$ cat config.mk
export PLATFORM = sky130hd
export DESIGN_NAME = rr_decoder_arbiter_flat
export DESIGN_NICKNAME = d
export VERILOG_FILES = /design/src/rtl/rr_decoder_arbiter_if.sv /design/src/rtl/rr_decoder_arbiter.sv /design/src/flat_wrapper.sv
export SDC_FILE = /design/constraint.sdc
export NUM_CORES = 1
export LEC_CHECK = 0
export ABC_AREA = 1
export BUFFER_PORTS_ARGS = -buffer_cell sky130_fd_sc_hd__buf_2
export CORE_AREA = 3 3 51 53
export CTS_CLUSTER_DIAMETER = 120
export CTS_CLUSTER_SIZE = 25
export DETAILED_ROUTE_END_ITERATION = 12
export DIE_AREA = 0 0 54 56
export GPL_TIMING_DRIVEN = 1
export PLACE_DENSITY_LB_ADDON = 0.05
export SETUP_SLACK_MARGIN = 0.02
export SYNTH_ARGS = -nofsm -noshare
export SYNTH_HDL_FRONTEND = slang
export SYNTH_SLANG_ARGS = --single-unit
$ cat constraint.sdc
create_clock -name clk -period 1.6 [get_ports clk]
set_input_delay 0.32 -clock clk [delete_from_list [all_inputs] [get_ports clk]]
set_output_delay 0.32 -clock clk [all_outputs]
set_load 0.05 [all_outputs]
$ cat src/rtl/rr_decoder_arbiter_if.sv
// ============================================================================
//  Module      : rr_decoder_arbiter_if
//  Description : Request/grant bundle between four requesters and the
//                round-robin decoder arbiter.
//  Revision    : 1.0 - initial release
// ============================================================================
`default_nettype none

interface rr_decoder_arbiter_if;
    logic [3:0] req;
    logic [3:0] gnt;
    logic [1:0] gnt_idx;
    logic       gnt_en;
    logic       timeout;

    modport master (
        output req,
        input  gnt,
        input  gnt_idx,
        input  gnt_en,
        input  timeout
    );

    modport slave (
        input  req,
        output gnt,
        output gnt_idx,
        output gnt_en,
        output timeout
    );
endinterface

`default_nettype wire

$ cat src/rtl/rr_decoder_arbiter.sv
// ============================================================================
//  Module      : rr_decoder_arbiter
//  Description : Four-way round-robin arbiter driving a shared 2-to-4 decoder,
//                with registered one-hot grant and bounded hold time.
//  Revision    : 1.0 - initial release
// ============================================================================
`default_nettype none

module rr_decoder_arbiter #(
    parameter int MAX_HOLD = 8,
    parameter int CNT_W    = 4
) (
    input  logic                 clk,
    input  logic                 rst_n,
    rr_decoder_arbiter_if.slave  bus
);

    typedef enum logic [1:0] {
        S_IDLE = 2'd0,
        S_BUSY = 2'd1,
        S_GAP  = 2'd2
    } state_t;

    localparam logic [CNT_W-1:0] c_max_hold   = CNT_W'(MAX_HOLD);
    localparam logic             c_timeout_en = (MAX_HOLD != 0);
    localparam logic [CNT_W-1:0] c_cnt_start  = c_timeout_en ? CNT_W'(1) : '0;
    localparam logic [CNT_W-1:0] c_cnt_one    = CNT_W'(1);

    state_t           r_state;
    logic [1:0]       r_ptr;
    logic [CNT_W-1:0] r_hold_cnt;
    logic [3:0]       r_gnt;
    logic [1:0]       r_gnt_idx;
    logic             r_gnt_en;
    logic             r_timeout;

    logic [7:0]       w_req_dbl;
    logic [3:0]       w_req_rot;
    logic [1:0]       w_off;
    logic [1:0]       w_pick;
    logic [3:0]       w_pick_dec;
    logic             w_any;
    logic             w_owner_req;
    logic             w_hold_hit;
    logic [CNT_W-1:0] w_cnt_inc;

    // Rotate requests so bit 0 is the pointer position, then take the lowest set bit.
    assign w_req_dbl = {bus.req, bus.req};
    assign w_req_rot = w_req_dbl[r_ptr +: 4];
    assign w_any     = |bus.req;

    always_comb begin
        w_off = '0;
        for (int i = 3; i >= 0; i--) begin
            if (w_req_rot[i]) begin
                w_off = 2'(i);
            end
        end
    end

    assign w_pick = r_ptr + w_off;

    generate
        for (genvar gi = 0; gi < 4; gi++) begin : g_dec
            assign w_pick_dec[gi] = (w_pick == 2'(gi));
        end
    endgenerate

    // gnt_idx doubles as the current owner; it is frozen for the whole BUSY state.
    assign w_owner_req = bus.req[r_gnt_idx];
    assign w_hold_hit  = c_timeout_en && (r_hold_cnt == c_max_hold);
    assign w_cnt_inc   = (r_hold_cnt == c_max_hold) ? r_hold_cnt : r_hold_cnt + c_cnt_one;

    always_ff @(posedge clk or negedge rst_n) begin
        if (!rst_n) begin
            r_state    <= S_IDLE;
            r_ptr      <= '0;
            r_hold_cnt <= '0;
            r_gnt      <= '0;
            r_gnt_idx  <= '0;
            r_gnt_en   <= 1'b0;
            r_timeout  <= 1'b0;
        end else begin
            r_timeout <= 1'b0;
            case (r_state)
                S_IDLE: begin
                    if (w_any) begin
                        r_state    <= S_BUSY;
                        r_gnt_idx  <= w_pick;
                        r_gnt      <= w_pick_dec;
                        r_gnt_en   <= 1'b1;
                        r_hold_cnt <= c_cnt_start;
                    end
                end
                S_BUSY: begin
                    // A release on the limit cycle wins over the timeout.
                    if (!w_owner_req || w_hold_hit) begin
                        r_state    <= S_GAP;
                        r_ptr      <= r_gnt_idx + 2'd1;
                        r_gnt      <= '0;
                        r_gnt_en   <= 1'b0;
                        r_hold_cnt <= '0;
                        r_timeout  <= w_owner_req;
                    end else begin
                        r_hold_cnt <= w_cnt_inc;
                    end
                end
                S_GAP: begin
                    r_state <= S_IDLE;
                end
                default: begin
                    r_state <= S_IDLE;
                end
            endcase
        end
    end

    assign bus.gnt     = r_gnt;
    assign bus.gnt_idx = r_gnt_idx;
    assign bus.gnt_en  = r_gnt_en;
    assign bus.timeout = r_timeout;

endmodule

`default_nettype wire

$ cat src/flat_wrapper.sv
// flat-port wrapper written by rule: the top's interface ports become plain ports
module rr_decoder_arbiter_flat 
#(
    parameter int MAX_HOLD = 8,
    parameter int CNT_W    = 4
)
  (clk, rst_n, bus_req, bus_gnt, bus_gnt_idx, bus_gnt_en, bus_timeout);
  rr_decoder_arbiter_if bus_i ();
  input  logic clk;
  input  logic rst_n;
  input wire logic [$bits(bus_i.req)-1:0] bus_req;
  output wire logic [$bits(bus_i.gnt)-1:0] bus_gnt;
  output wire logic [$bits(bus_i.gnt_idx)-1:0] bus_gnt_idx;
  output wire logic [$bits(bus_i.gnt_en)-1:0] bus_gnt_en;
  output wire logic [$bits(bus_i.timeout)-1:0] bus_timeout;
  assign bus_i.req = bus_req;
  assign bus_gnt = bus_i.gnt;
  assign bus_gnt_idx = bus_i.gnt_idx;
  assign bus_gnt_en = bus_i.gnt_en;
  assign bus_timeout = bus_i.timeout;
  rr_decoder_arbiter #(.MAX_HOLD(MAX_HOLD), .CNT_W(CNT_W)) u_core (.clk(clk), .rst_n(rst_n), .bus(bus_i));
endmodule
# == Word level (Yosys, flattened, before mapping) ==
# Index checks and enable logic that the tools add are counted.
# Widths: inputs -> output; s select.
# classes
addsub,3
mul,0
div_mod_pow,0
n_lt_le_gt_ge,1
eq_ne,8
n_shift,1
muxes,21
bitwise_logic,0
reduce_logical,11
# op_table
cell,count
$mux 4,5
$pmux 4 s2,2
$mux 2,6
$shiftx 8x3->4,1
$reduce_and 2->1,3
$reduce_and 3->1,2
$mux 1,5
$add 4x1->4 const B,1
$eq 2x1->1 const B,2
$eq 2x2->1 const B,2
$eq 4x4->1 const B,1
$logic_not 2->1,2
$ne 2x1->1 const B,2
$pmux 2 s2,1
$reduce_or 4->1,1
$lt 2x3->1 const B,1
$ne 3x3->1 const B,1
$add 2x1->2 const B,1
$add 2x2->2,1
$bmux 1 s2,1
$pmux 1 s2,1
$reduce_bool 2->1,1
$logic_not 1->1,1
$logic_or 1x1->1,1
# totals
register_bits,16
latchBits,0
ramBits,0
romBits,0
inputBits,6
out_inout_bits,8
elab_cells,52
n_memories,0

# == Depth between registers and ports, before layout ==
# Gate-level depths: netlist of the first run.
# depth
word_depth,9
mapped_depth,13
ltp_nobuf,13

# == Worst setup path before layout of the first run ==
# OpenSTA, ideal clock, no wires.
# synth_timing
path_type,register to register
from,register u_core.r_ptr[1]
to,"register u_core.r_gnt_idx[1], in the netlist u_core.bus.gnt_idx[1]"
setup_time_ns,0.118
t_arrival_ns,1.557
t_required_ns,1.482
slack_ns,-0.075
stages_incl_launch_ff,14
path_buffers,1
period_less_slack_ns,1.675
cell_sequence,dfrtp_1 -> buf_4 -> inv_1 -> nand3_1 -> nand2_1 -> nand3_1 -> a21boi_0 -> ha_1 -> xnor2_1 -> inv_1 -> nand2_2 -> nand2_2 -> nand2_1 -> nand2_1
# synth_between
elab_chain_cells,6
# synth_rtl
item,line_no,text
start: declaration,rr_decoder_arbiter.sv:30,logic [1:0] r_ptr;
start signal: assignment,rr_decoder_arbiter.sv:99,r_ptr <= r_gnt_idx + 2'd1;
$shiftx 8x3->4,rr_decoder_arbiter.sv:49,assign w_req_rot = w_req_dbl[r_ptr +: 4];
$mux 2 (4 in a row),rr_decoder_arbiter.sv:55,if (w_req_rot[i]) begin
$add 2x2->2 (*),rr_decoder_arbiter.sv:61,assign w_pick = r_ptr + w_off;
end signal: assignment,rr_decoder_arbiter.sv:89,r_gnt_idx <= w_pick;
end: declaration,rr_decoder_arbiter.sv:33,logic [1:0] r_gnt_idx;
# Mark *: on every way between the ends. The rest lies on a longest branch, timed or not.
# A chain may end at the register's enable or synchronous reset.

# == Final worst setup path of the first run ==
# layout_timing
from,register u_core.r_ptr[0]
to,"register u_core.r_gnt[2], in the netlist u_core.bus.gnt[2]"
# layout_between
elab_chain_cells,9
# layout_rtl
item,line_no,text
$shiftx 8x3->4,rr_decoder_arbiter.sv:49,
$mux 2 (4 in a row),rr_decoder_arbiter.sv:55,
$add 2x2->2 (*),rr_decoder_arbiter.sv:61,
$eq 2x2->1 (*),rr_decoder_arbiter.sv:65,assign w_pick_dec[gi] = (w_pick == 2'(gi));
$mux 4 (*),rr_decoder_arbiter.sv:87,if (w_any) begin
$pmux 4 s2 (*),rr_decoder_arbiter.sv:85,case (r_state)
end signal: assignment,rr_decoder_arbiter.sv:90,r_gnt <= w_pick_dec;
end: declaration,rr_decoder_arbiter.sv:32,logic [3:0] r_gnt;
# Mark *: on every way between the ends. The rest lies on a longest branch, timed or not. The select of a mux whose other input is x is not followed.

==> results of run 1 <==
==> flip-flops by register name (all words and copies together) (netlist names) <==
name	cells
u_core.r_state	2
u_core.bus.timeout	1
u_core.bus.gnt	4
u_core.bus.gnt_idx	2
u_core.r_hold_cnt	4
u_core.bus.gnt_en	1
u_core.r_ptr	2
==> synth_stat cells <==
| master | instances | area [um^2] |
|---|---|---|
| clkinv_2 | 1 | 5.00 |
| nand3_1 | 17 | 85.1 |
| o21ai_1 | 5 | 25.0 |
| nand2_4 | 2 | 22.5 |
| dfrtp_1 | 16 | 400 |
| a21oi_1 | 2 | 10.0 |
| o211ai_1 | 1 | 7.51 |
| ha_1 | 3 | 37.5 |
| nor2_1 | 3 | 11.3 |
| nand2_2 | 7 | 43.8 |
| inv_2 | 2 | 7.51 |
| nand2_1 | 36 | 135 |
| nor2_4 | 1 | 11.3 |
| inv_1 | 15 | 56.3 |
| nor3_1 | 1 | 5.00 |
| o31ai_1 | 1 | 7.51 |
| nand3_2 | 1 | 10.0 |
| buf_4 | 1 | 7.51 |
| inv_4 | 1 | 6.26 |
| xnor2_1 | 2 | 17.5 |
| a21boi_0 | 1 | 7.51 |
| xor2_1 | 2 | 17.5 |
| nor2_2 | 3 | 18.8 |
==> how the worst max path moves through the flow <==
stage,from,endpoint,slack (ns)
detailed placement,u_core.r_ptr[0],u_core.bus.gnt[2],-0.14
global placement,u_core.r_ptr[0],u_core.bus.gnt[2],-0.07
floorplan,u_core.r_ptr[0],u_core.bus.gnt_idx[1],-0.005
global route,u_core.r_ptr[0],u_core.bus.gnt[3],-0.21
CTS,u_core.r_ptr[0],u_core.bus.gnt[2],-0.15
finish,u_core.r_ptr[0],u_core.bus.gnt[2],-0.09
==> per-layer routing <==
| layer | GRT usage, % | up-vias | share of wire [%] | routed length (um) |
|---|---|---|---|---|
| li1 | - | 442 | - | - |
| met1 | 21.6 | 403 | 48 | 1030 |
| met2 | 23.2 | 14 | 47 | 1010 |
| met3 | 3.75 | 0 | 4.3 | 91 |
| met4 | 5.34 | 0 | 0 | 0 |
| met5 | 0 | - | 0 | 0 |
==> stage by stage <==
stage,setup WS [ns],util (%)
after floorplan,-0.00469,-
after CTS,-0.150,54.4
after global placement,-0.0661,50.7
after detailed placement,-0.140,50.7
final,-0.0943,57.8
after global routing,-0.209,57.8
==> timing repair <==
item | in CTS | in global routing
endpoints found under the setup margin | 6 | 6
pin swaps | 10 | 4
buffers inserted | 1 | 2
endpoints found under the hold margin | 16 | 0
hold buffers | 1 | 0
resized for setup | 7 | 16
==> layout by cell type, fill, tap and decap left out, types with 2 or more instances in the layout <==
master,count
nand2_1,27
nand2_2,15
inv_1,14
dfrtp_1,14
buf_2,13
buf_4,10
nand3_2,9
nand3_1,9
o21ai_1,5
nand2_4,3
nor2_2,3
nor2_1,3
clkbuf_4,3
inv_4,2
inv_2,2
a21oi_1,2
xor2_1,2
ha_1,2
dfrtp_2,2
==> where the power goes <==
part / switching, mW / internal, mW / total [mW]
clock network: 0.130 / 0.139 / 0.269
logic: 1.13 / 0.663 / 1.79
registers: 0.145 / 0.550 / 0.695
total: 1.40 / 1.35 / 2.75
==> cell families (layout without fill, tap and decap cells) <==
logic type,after synthesis,after routing
compound gates,10,10
xor+xnor,4,4
fa+ha+maj,3,3
buf+inv,20,47
flops,16,16
simple gates,71,71
==> final cells by class <==
| type | count | area, um^2 |
|---|---|---|
| Fill cell | 199 | 925 |
| Multi-Input combinational cell | 88 | 564 |
| Sequential cell | 16 | 403 |
| Timing Repair Buffer | 24 | 150 |
| Inverter | 19 | 77.6 |
| Clock buffer | 4 | 36.3 |
| Tap cell | 28 | 35.0 |
==> flow_summary.ini, run 1 <==
[run_status]
status = complete, but fails checks
violations = setup timing

[clocking]
cts_tree = yes
h-tree-depth = 1
numCtsBuffers = 3
cts.sinks = 16
path_clk_slew_ns = 0.10
clkLatencyLatePin_ns = 0.28
cts_buffer_depth = 2
clockRootBuffer = clkbuf_4

[global_route]
track_usage_pct = 15.6
grt_max_degree = 17
antenna_found_initial = 0
overflow = 0
grt_pass1_vias = 845
grt_pass1_wl_um = 3550

[worst_setup_path]
ff2ff_path_depth = 13
rr_startpoint = u_core.r_ptr[0]
crit_top_cell = nand2_2
arrival_ns = 1.88
path_cells = inv_4, nand2_2, nand3_1, nand2_2, nand3_2, a21boi_2, ha_4, xnor2_2, inv_1, nand2_2, nand2_2, nand2_1, nand2_1
critPathBufInv = 2
crit_path_end_kind = register
slowest_stage = dfrtp_2
cp_num_cells = 13
crit_family = simple AND/OR/NAND/NOR gates
timing.rr.end = u_core.bus.gnt[2]
crit_fanout = 6
slowest_delay_ns = 0.46
cp.required_ns = 1.79
start_kind = register
path_class = register to register
r2r_setup_slack_ns = -0.09

[run]
maxCapViolCount = 0

[finish]
fin_nets = 161
stdcell_area_mm2 = 0.00127
area_growth_pct = 32.5
final_cells = 179
drive_gt1_share_pct = 45.0
diodes = 0

[die]
die_width_um = 54
io_pins = 14
die-area_mm2 = 0.00302
core_mm2 = 0.00219
rows = 17
start_util_pct = 43.6
die_h_um = 56

[sta]
post-route-min-period_ns = 1.69
tightest_slew_ns = 0.366
hold_violations = 0
holdWs_ns = 0.460
drv_slew = 0
relSlewSlack_pct = 75.5
fmaxAchievable_ghz = 0.590
setup_violations = 5
clock_skew_ns = 0.00188
final.setup.worst_slack_ns = -0.0943
fin_setup_tns_ns = -0.326
rsz0062_at_grt = true
period_share_pct = 106

[place]
gp_congestion = 0.750
io_buffers = 13
dpl_cell_area_mm2 = 0.00111
hpwl_um = 1550
dp_cells = 171

[pwr]
power_leakage_nw = 0.678
total_power_mw = 2.75
power_density_mw_per_mm2 = 2170
vdd.ir_drop.worst_mv = 1.25

[synthesis]
ys_seq_area_share_pct = 41.9
synthSimpleGateAreaFrac_pct = 35.9
synth_cell_types = 23
synth.avg_cell_area_um2 = 7.71
synthXorXnorAreaFrac_pct = 3.66
synth_compound_gate_area_share_pct = 6.02
syn-cell-area_um2 = 956
synth_cells = 124
synth-adder-area-share_pct = 3.93
synth_fp_nets = 133
synth_top_family_by_area = simple AND/OR/NAND/NOR gates
ys_ff_latch = 16
synth_warnings = 0
synth_mux_area_share_pct = 0

[routing]
wl_per_cell_um = 11.9
drtIter0Drc = 18
vias = 859
postRouteAntennaNets = 0
routed_wl_um = 2130
drc_errors = 0
vias_per_cell = 4.80
first_pass_iters = 4

[min_path]
hold_class = input port to async pin
(Power assumes the default switching activity.)
==> run 2: changes to the inputs <==
==> constraint.sdc (replaced) <==
create_clock -name clk -period 1.46 [get_ports clk]
set_input_delay 0.292 -clock clk [delete_from_list [all_inputs] [get_ports clk]]
set_output_delay 0.292 -clock clk [all_outputs]
set_load 0.05 [all_outputs]
==> flow_summary.ini, run 2 (same netlist as run 1, synthesis figures left out) <==
[worst_setup_path]
arrival_ns = 1.89
crit_path_end_kind = register
cp.required_ns = 1.63
cp-startpoint = u_core.r_ptr[0]
path_class = register to register
rr_startpoint = u_core.r_ptr[0]
start_kind = register
crit_fanout = 6

[sta]
post-route-min-period_ns = 1.72
drv_slew = 0
relSlewSlack_pct = 75.6
holdWs_ns = 0.437
rsz0062_at_grt = true
hold_violations = 0
fmaxAchievable_ghz = 0.581
period_share_pct = 118
fin_setup_tns_ns = -1.29
tightest_slew_ns = 0.367
setup_violations = 6
clock_skew_ns = 0.0115
final.setup.worst_slack_ns = -0.261

[min_path]
hold_class = input port to async pin

[die]
rows = 17
core_mm2 = 0.00219
die-area_mm2 = 0.00302
start_util_pct = 43.6
die_h_um = 56
io_pins = 14
die_width_um = 54

[clocking]
h-tree-depth = 1
clockRootBuffer = clkbuf_4
path_clk_slew_ns = 0.10
numCtsBuffers = 3
cts.sinks = 16
cts_buffer_depth = 2
clkLatencyLatePin_ns = 0.28
cts_tree = yes

[routing]
wl_per_cell_um = 11.4
vias_per_cell = 4.63
drc_errors = 0
postRouteAntennaNets = 0
drtIter0Drc = 5
first_pass_iters = 3
routed_wl_um = 2050
vias = 828

[global_route]
antenna_found_initial = 0
overflow = 0
grt_pass1_wl_um = 3410
track_usage_pct = 14.8
grt_pass1_vias = 798
grt_max_degree = 17

[run_status]
violations = setup timing
status = complete, but fails checks

[finish]
fin_nets = 161
area_growth_pct = 31.0
diodes = 0
drive_gt1_share_pct = 41.7
seq_area_um2 = 403
multiInputGateArea_um2 = 563
final_common_cell = nand2_1
fill_cells = 196
fin_util_pct = 57.2
final_cell_mix = nand2_1, dfrtp_1, nand2_2, inv_1, buf_2

[pwr]
power_leakage_nw = 0.670
vdd.ir_drop.worst_mv = 1.48
power_density_mw_per_mm2 = 2410
total_power_mw = 3.02

[place]
io_buffers = 13
hpwl_um = 1460
gp_congestion = 0.713

[run]
maxCapViolCount = 0
[run 2: layout make-up]
type,count,share of cell area [%]
multi-input combinational,88,45.0
sequential,16,32.2
timing repair buffer,24,12.0
inverter,19,5.99
tap,28,2.80
clock buffer,4,2.10
[run 2: what timing repair did]
item                                    4_1_cts  5_1_grt
endpoints found under the setup margin        6        6
pin swaps                                     8       11
resized for setup                            11        8
hold buffers                                  1        0
buffers inserted                              3        0
hold endpoints to repair                     16        0
gates cloned                                  0        0
[run 2: through the flow]
stage	cell area [um^2]	setup slack (ns)	std cells
floorplan	971	-0.143	124
detailed placement	1110	-0.238	171
global route	1250	-0.365	179
global placement	1110	-0.201	171
CTS	1220	-0.236	179
finish	1250	-0.261	179
[run 2: report_power, final]
| group | internal, mW | switching (mW) | total (mW) |
|---|---|---|---|
| registers | 0.604 | 0.150 | 0.754 |
| clock network | 0.106 | 0.134 | 0.240 |
| logic | 0.776 | 1.25 | 2.03 |
| total | 1.49 | 1.54 | 3.02 |
[run 2: worst max-delay path: stages (launching register included)]
cell	delay [ns]
dfrtp_1	0.43
inv_2	0.09
nand2_2	0.08
nand3_2	0.07
nand2_2	0.09
nand3_2	0.09
a21boi_4	0.17
ha_4	0.17
xnor2_4	0.12
inv_2	0.05
nand2_2	0.08
nand2_2	0.07
nand2_1	0.06
nand2_1	0.04
[run 2: worst paths after layout]
kind                                               to  slack (ns)  depth (start not counted)
worst max-delay path            u_core.bus.gnt_idx[1]       -0.26                         13
worst min-delay path             u_core.r_hold_cnt[3]        0.44                          2
worst max register to register  u_core.bus.gnt_idx[1]       -0.26                         13
worst min register to register      u_core.bus.gnt_en        0.48                          2
max in group asynchronous             u_core.r_ptr[1]        0.72                          2
min in group clk                    u_core.bus.gnt_en        0.48                          2
[run 2: metal layers]
metal  wire length, um  share of wire (%)  global-route usage [%]
met1              1020                 50                    21.4
met2               921                 45                    22.1
met3                87                4.3                    3.22
met4                17               0.83                    3.20
met5                 0                  0                       0
